[config.mk]
export PLATFORM = sky130hd
export DESIGN_NAME = counter_sequencer
export DESIGN_NICKNAME = d
export VERILOG_FILES = /design/src/rtl/counter_seq_pkg.sv /design/src/rtl/updown_count_core.sv /design/src/rtl/counter_sequencer.sv
export SDC_FILE = /design/constraint.sdc
export NUM_CORES = 1
export LEC_CHECK = 0
export CAP_MARGIN = 20
export CORE_ASPECT_RATIO = 1.75
export CORE_MARGIN = 2
export CORE_UTILIZATION = 35
export DETAILED_ROUTE_END_ITERATION = 10
export GPL_ROUTABILITY_DRIVEN = 1
export HOLD_SLACK_MARGIN = 0.1
export PLACE_DENSITY = 0.7
export SETUP_SLACK_MARGIN = 0.15
export SLEW_MARGIN = 20
export SYNTH_ARGS = -nofsm -noshare
export SYNTH_HDL_FRONTEND = slang
export SYNTH_SLANG_ARGS = --single-unit
[constraint.sdc]
create_clock -name clk -period 1.9 [get_ports clk]
set_input_delay 0.285 -clock clk [delete_from_list [all_inputs] [get_ports clk]]
set_output_delay 0.285 -clock clk [all_outputs]
set_load 0.02 [all_outputs]
[src/rtl/counter_seq_pkg.sv]
// Shared encodings for the counter sequencer: run-mode enum, FSM state enum
// and count-direction constants.
package counter_seq_pkg;

    typedef enum logic [1:0] {
        MODE_UP_ONCE   = 2'b00,
        MODE_DOWN_ONCE = 2'b01,
        MODE_PERIODIC  = 2'b10,
        MODE_PINGPONG  = 2'b11
    } mode_e;

    typedef enum logic [1:0] {
        IDLE     = 2'd0,
        RUN_UP   = 2'd1,
        RUN_DOWN = 2'd2
    } state_e;

    localparam logic CNT_UP   = 1'b0;
    localparam logic CNT_DOWN = 1'b1;

endpackage

[src/rtl/updown_count_core.sv]
// N-bit loadable up/down counter with synchronous active-high reset.
// load takes priority over en; m selects direction (0 up, 1 down).
module updown_count_core #(
    parameter int N = 4
) (
    input  logic         clk,
    input  logic         reset,
    input  logic         load,
    input  logic [N-1:0] load_val,
    input  logic         en,
    input  logic         m,
    output logic [N-1:0] count
);

    localparam logic [N-1:0] ONE = {{(N-1){1'b0}}, 1'b1};

    logic [N-1:0] r_count;

    // NOTE: clocked state uses <= so every register samples pre-edge values.
    always_ff @(posedge clk) begin
        if (reset) begin
            r_count <= '0;
        end else if (load) begin
            r_count <= load_val;
        end else if (en) begin
            r_count <= m ? (r_count - ONE) : (r_count + ONE);
        end
    end

    assign count = r_count;

endmodule

[src/rtl/counter_sequencer.sv]
// Counter sequencer: one-shot up/down, periodic and ping-pong count sequences.
// Define COUNTER_SEQ_PINGPONG_EN to enable ping-pong; otherwise mode 11 runs as periodic up.
module counter_sequencer
    import counter_seq_pkg::*;
#(
    parameter int N = 4
) (
    input  logic         clk,
    input  logic         reset,
    input  logic         start,
    input  logic         stop,
    input  logic [1:0]   mode,
    input  logic [N-1:0] limit,
    output logic [N-1:0] count,
    output logic         dir,
    output logic         busy,
    output logic         done
);

    localparam logic [N-1:0] ONE = {{(N-1){1'b0}}, 1'b1};

    state_e       r_state, w_next_state;
    mode_e        r_mode;
    logic [N-1:0] r_limit;
    logic         r_dir, r_done;

    logic [N-1:0] w_count, w_load_val;
    logic         w_load, w_en, w_m, w_dir_next, w_done_next;
    logic         w_accept, w_at_limit, w_pre_limit, w_at_zero, w_at_one;
    logic         w_cyclic, w_pp;

    assign w_accept    = (r_state == IDLE) && start && !stop;
    assign w_at_limit  = (w_count == r_limit);
    assign w_pre_limit = ((w_count + ONE) == r_limit);
    assign w_at_zero   = (w_count == '0);
    assign w_at_one    = (w_count == ONE);
    assign w_cyclic    = (r_mode == MODE_PERIODIC) || (r_mode == MODE_PINGPONG);

`ifdef COUNTER_SEQ_PINGPONG_EN
    assign w_pp = (r_mode == MODE_PINGPONG);
`else
    assign w_pp = 1'b0;
`endif

    always_ff @(posedge clk) begin
        if (reset) r_state <= IDLE;
        else       r_state <= w_next_state;
    end

    // NOTE: every always_comb output gets a default first so no latch is inferred.
    always_comb begin
        w_next_state = r_state;
        case (r_state)
            IDLE: begin
                if (w_accept)
                    w_next_state = (mode_e'(mode) == MODE_DOWN_ONCE) ? RUN_DOWN : RUN_UP;
            end
            RUN_UP: begin
                if (stop)                         w_next_state = IDLE;
                else if (w_at_limit && !w_cyclic) w_next_state = IDLE;
                else if (w_pp && w_pre_limit)     w_next_state = RUN_DOWN;
            end
            RUN_DOWN: begin
                if (stop)                         w_next_state = IDLE;
                else if (w_pp) begin
                    if (w_at_one)                 w_next_state = RUN_UP;
                end else if (w_at_zero)           w_next_state = IDLE;
            end
            default:                              w_next_state = IDLE;
        endcase
    end

    // Turning points in ping-pong update dir on the same edge the count arrives there.
    always_comb begin
        w_load      = 1'b0;
        w_load_val  = '0;
        w_en        = 1'b0;
        w_m         = CNT_UP;
        w_dir_next  = r_dir;
        w_done_next = 1'b0;
        case (r_state)
            IDLE: begin
                if (w_accept) begin
                    w_load = 1'b1;
                    if (mode_e'(mode) == MODE_DOWN_ONCE) begin
                        w_load_val = limit;
                        w_dir_next = CNT_DOWN;
                    end else begin
                        w_dir_next = CNT_UP;
                    end
                end
            end
            RUN_UP: begin
                if (!stop) begin
                    if (w_at_limit) begin
                        w_done_next = 1'b1;
                        w_load      = w_cyclic;
                    end else begin
                        w_en = 1'b1;
                        if (w_pp && w_pre_limit) w_dir_next = CNT_DOWN;
                    end
                end
            end
            RUN_DOWN: begin
                if (!stop) begin
                    if (w_pp) begin
                        w_en = 1'b1;
                        w_m  = CNT_DOWN;
                        if (w_at_one) begin
                            w_dir_next  = CNT_UP;
                            w_done_next = 1'b1;
                        end
                    end else if (w_at_zero) begin
                        w_done_next = 1'b1;
                    end else begin
                        w_en = 1'b1;
                        w_m  = CNT_DOWN;
                    end
                end
            end
            default: ;
        endcase
    end

    always_ff @(posedge clk) begin
        if (reset) begin
            r_mode  <= MODE_UP_ONCE;
            r_limit <= '0;
            r_dir   <= 1'b0;
            r_done  <= 1'b0;
        end else begin
            if (w_accept) begin
                r_mode  <= mode_e'(mode);
                r_limit <= limit;
            end
            r_dir  <= w_dir_next;
            r_done <= w_done_next;
        end
    end

    updown_count_core #(.N(N)) u_core (
        .clk      (clk),
        .reset    (reset),
        .load     (w_load),
        .load_val (w_load_val),
        .en       (w_en),
        .m        (w_m),
        .count    (w_count)
    );

    assign count = w_count;
    assign dir   = r_dir;
    assign busy  = (r_state != IDLE);
    assign done  = r_done;

endmodule

Word-level counts from Yosys, hierarchy flattened
Cells that the tools add are included.
{"block": "totals", "regBits": 14, "word_cells": 58, "input_bits": 10}
{"block": "op_classes", "reduce_logical": 12, "n_eq_ne": 9, "add_sub_neg": 2, "muxes": 29}
{"cell": "2-to-1 mux 4 bit", "count": 6}
{"cell": "2-to-1 mux 1 bit", "count": 13}
{"cell": "2-to-1 mux 2 bit", "count": 6}
{"cell": "equality test 2 bit (second input constant)", "count": 3}
{"cell": "inequality test 3 bit (second input constant)", "count": 2}
{"cell": "one-hot mux 1 bit (2 select lines)", "count": 3}
{"cell": "one-hot mux 2 bit (3 select lines)", "count": 1}
{"cell": "adder 4 x 1 -> 4 bit (second input constant)", "count": 1}
{"cell": "equality test 2 x 1 -> 1 bit (second input constant)", "count": 2}
{"cell": "equality test 4 bit", "count": 1}
{"cell": "zero test 4 bit", "count": 1}
{"cell": "nonzero test 2 bit", "count": 2}
{"cell": "subtractor 4 x 1 -> 4 bit (second input constant)", "count": 1}
{"cell": "logical AND 1 bit", "count": 3}
{"cell": "AND reduction 3 bit", "count": 1}
{"cell": "zero test 1 bit", "count": 2}
{"cell": "zero test 2 bit", "count": 1}
{"cell": "inequality test 2 bit (second input constant)", "count": 1}
{"cell": "AND reduction 2 bit", "count": 1}
{"cell": "logical OR 1 bit", "count": 1}

Longest topological paths before layout
Gate-level depths: netlist of the first run.
{"block": "logic_depth", "word_depth": 7, "ltp_mapped": 12, "depth_no_buf": 11}

Modules after synthesis
Synthesis of the first run repeated with hierarchy kept, for this count alone.
{"block": "unflattened", "hier_cells": 95, "hier_area_um2": 855.8}
{"mod": "counter_sequencer", "area_per_inst_um2": 553.0, "n_inst": 1, "seq_area_each_um2": 180.2, "cells_per_inst": 61}
{"mod": "updown_count_core", "area_per_inst_um2": 302.8, "n_inst": 1, "seq_area_each_um2": 80.1, "cells_per_inst": 34}

Least setup slack after synthesis of the first run
No wires, ideal clock.
{"block": "synth_path", "kind": "reg2reg", "start": "register r_state[0]", "end": "register u_core.r_count[2] (netlist: u_core.count[2])", "n_path_buf": 1, "setup_ps": 69, "period_less_slack_ps": 2105, "t_arrival_ps": 2037, "slack_ps": -205, "stages_incl_launch_ff": 13, "cell_sequence": "dfxtp_1 -> inv_1 -> ha_1 -> nand2b_1 -> clkbuf_1 -> a21o_1 -> o21ai_0 -> ha_1 -> nand2b_1 -> a2111oi_0 -> a41oi_1 -> xor2_1 -> o21ai_1"}
{"block": "synth_between", "elab_chain_cells": 6, "elab_cells_between_ends": 15, "cone_classes": "2 x eq/ne; 9 x mux; 4 x reduce/logical"}
{"element": "start: declaration", "line_no": "counter_sequencer.sv:22", "rtl": "state_e r_state, w_next_state;"}
{"element": "start signal: assignment", "line_no": "counter_sequencer.sv:47", "rtl": "else r_state <= w_next_state;"}
{"element": "zero test 2 bit", "line_no": "counter_sequencer.sv:32, counter_sequencer.sv:81"}
{"element": "logical AND 1 bit (2 in series)", "line_no": "counter_sequencer.sv:32", "rtl": "assign w_accept = (r_state == IDLE) && start && !stop;"}
{"element": "2-to-1 mux 1 bit / 2-to-1 mux 4 bit (equally long branches)", "line_no": "counter_sequencer.sv:83", "rtl": "if (w_accept) begin"}
{"element": "one-hot mux 1 bit (2 select lines) / 2-to-1 mux 4 bit (equally long branches)", "line_no": "counter_sequencer.sv:81", "rtl": "case (r_state)"}
{"element": "2-to-1 mux 4 bit / nonzero test 2 bit (equally long branches)"}
{"element": "end signal: assignment", "line_no": "updown_count_core.sv:24", "rtl": "r_count <= load_val;"}
{"element": "end signal: assignment", "line_no": "updown_count_core.sv:26", "rtl": "r_count <= m ? (r_count - ONE) : (r_count + ONE);"}
{"element": "end: declaration", "line_no": "updown_count_core.sv:17", "rtl": "logic [N-1:0] r_count;"}
Several ways; a longest one is shown, not always the timed one. The select of a mux whose other input is x is not followed.
A chain may end at the register's enable or synchronous reset.

Final worst setup path of the first run
Same ends and word-level chain as after synthesis.

==> results.md, run 1 <==
- Outcome: finished, final reports clean
- Worst vdd ir: between 400 and 500 uV
- Pre-CTS setup slack: -294 ps
- CTS Hold Bufs: 0
- Largest net degree at the start of global routing: 11
- Avg WL per Cell: 14.8 um
- Register area share after synthesis: around 31%
- Mean Syn Cell Area: just over 8 um2
- Post-route setup slack: 89.7 ps
- Largest cells by area after synthesis: dfxtp_1, nand2_1, a21oi_1, ha_1, xnor2_1
- CP required: 2020 ps
- Reg-to-reg critical path endpoint: u_core.count[2]
- Most frequent cells in the layout: nand2_1, clkdlybuf4s50_1, buf_4
- Yosys warns: 0
- Drt via density: 5.53
- Power per cell area: between 700 and 800 nW/um2
- Top_reg_cell synth: dfxtp_1
- Total gr overflow: 0
- Ys async rst share: 0%
- Clock slew at reported path FFs: 60 ps
- Die Ht: 68.6 um
- First-pass GRT wire length: approximately 3800 um
- Reg-to-reg critical path startpoint: r_state[0]
- Post-route clock skew: 4.69 ps
- Slowest cell on the critical path: dfxtp_2
- Max Buffers Root-to-Sink: 2
- Setup violators final: 0
- IO buf count: 16
- Fin. Hold Viols: 0
- RSZ-0062 raised after global routing: yes
- Hold WC Path Type: flip-flop to flip-flop
- Core box area: approximately 2300 um2
- Critical path class: flip-flop to flip-flop
- Min-Delay Startpoint: r_limit[1]
- DP Wirelength: 1740 um
- Syn_nets: approximately 120
- Layout cell share with drive strength beyond 1: 28.2%
- Unique masters post-synth: 39
- CTS tree: yes
- Initial core utilization: 36.7%
- Routed Antenna Nets: 0
- CP Launch Type: flip-flop
- Die width: 40.9 um
- Number of flops mapped to enable cells by yosys: 0
- H-tree Lvls: 1
- Final WL: 2310 um
- Max cap viols: 0
- Clock Sink Count: 13
- Worst setup startpoint: r_state[0]
- Max Fclk: 552 MHz
- Post-Synthesis Cells: 102
- Initial antenna violation count: 0
- Most common cell after layout, fill and taps aside: nand2_1
- Slew @ Worst Pin: 293 ps
- R2R Setup Slk: between 80 and 90 ps
- Worst setup EP type: flip-flop
- Antenna diode count: 0
- Crit path DAT: 1930 ps
- Cells on Worst Hold Path: 2
- Non-Filler Instances: 156
- Area grow syn2layout: 48.7%
- Rel. slew slack: 80.4%
- CP max FO: 3
- Crit-path max cell delay: around 330 ps
- Routability cong.: 0.879
- Final period utilization: ~95%
- Top cell type by total area after synthesis: dfxtp_1
- Critical path endpoint: u_core.count[2]
- Final core utilization: 54.6%
- Static Leakage: between 0.0004 and 0.0005 uW
- R2R depth: 11
- Root Driver: clkbuf_8
- Ports: 17
- Layout net count: 146
- Die footprint: 2810 um2
- Worst skew pair latency: 240 ps
- Minimum clock period: about 1800 ps
- Most common cell type on the critical path: nand2b_4
- Vias in the first global route: 843
- DRT Pass-1 Iters: 4
- Post-route DRC violation count: 0
- Post-synth top area share: 31.2%
- Inst Count DP: 148
- Inserted Clock Buffers: 3
- Iter 0 DRT Violations: 14
- Pins Over Slew Limit: 0
- Synthesized cell area: 835 um2
- Rows: 23
- Vias: 863
- Synthesis-stage register bit count: 13
- Total Routing Usage GR: roughly a fifth
- Critical path, cell by cell: inv_4, ha_4, nand2b_4, a21o_1, o21ai_2, ha_2, nand2b_4, a2111oi_4, a41oi_2, xor2_1, o21ai_1
registers in the layout, indices dropped and copies added, names as in the netlist:
signal / flops
r_state: 2
r_limit: 4
done: 1
u_core.count: 4
r_mode: 1
dir: 1
stage by stage:
step                TNS, ps  instance area (um2)  hold WS, ps  power [uW]
floorplan                 0                  860          421         497
global route          -38.6                 1240          487         930
detailed placement     -459                 1090          463         599
finish                    0                 1240          470         878
CTS                       0                 1140          471         844
global placement       -384                 1090          459         592
cells in the mapped netlist (4+ instances only):
master and count:
nor2_1 5, ha_1 4, nand2_1 15, nand2b_1 5
a21oi_1 10, o21ai_1 4, dfxtp_1 13, inv_1 4
xnor2_1 5
logic make-up after synthesis:
group | after synthesis | synth area share [%]
multiplexers | 2 | 2.40
AND/OR/NAND/NOR | 35 | 20.5
AO/OA/AOI/OAI | 32 | 28.3
adder cells (fa/ha/maj) | 4 | 6.00
flip-flops | 13 | 31.2
XOR/XNOR | 6 | 6.30
buffers and inverters | 10 | 5.25
final cells by class:
type | instances | area [um2]
clock buffer | 4 | 45.0
fill | 207 | 1030
inverter | 4 | 17.5
multi-input combinational | 79 | 611
sequential | 13 | 263
tap | 25 | 31.3
timing repair buffer | 31 | 274
critical path: cells and delay by family, from the launching register on:
kind                     cells  cell delay (ps)
adder cells (fa/ha/maj)      2              330
flip-flops                   1              330
AND/OR/NAND/NOR              2              190
buffers and inverters        1               60
XOR/XNOR                     1              160
AO/OA/AOI/OAI                5              630
per-layer routing:
| metal | share of wire (%) | wire, um | vias to the layer above | global-route usage (%) |
|---|---|---|---|---|
| li1 | - | - | 424 | - |
| met5 | 0 | 0 | - | 0 |
| met1 | 36 | 841 | 410 | 21.9 |
| met3 | 2.4 | 56 | 6 | 1.92 |
| met4 | 2.2 | 51 | 0 | 10.0 |
| met2 | 59 | 1370 | 23 | 34.8 |
power by group:
| part | switching [uW] | total (uW) | internal (uW) | leakage, uW |
|---|---|---|---|---|
| Combinational | 177 | 321 | 144 | 0.000297 |
| Sequential | 17.0 | 312 | 295 | 0.000107 |
| Clock | 97.7 | 246 | 148 | 0.0000228 |
worst min path at each step:
stage	end
3_3_place_gp	r_limit[3]
2_1_floorplan	r_limit[0]
5_1_grt	r_limit[1]
3_5_place_dp	r_limit[1]
4_1_cts	r_limit[1]
6_report	r_limit[1]
what timing repair did:
| action | in CTS | in global routing |
|---|---|---|
| pin swaps | 0 | 7 |
| setup endpoints to repair | 2 | 6 |
| buffers inserted | 0 | 4 |
| cloned | 0 | 0 |
| resized for setup | 4 | 11 |
Power figures use the tool's default switching activity.
==> run 2, diff against run 1 <==
Settings changed: SLEW_MARGIN 20 to 10.
==> results of run 2 <==
No change in the layout: final DEF, timing and power equal those of run 1.
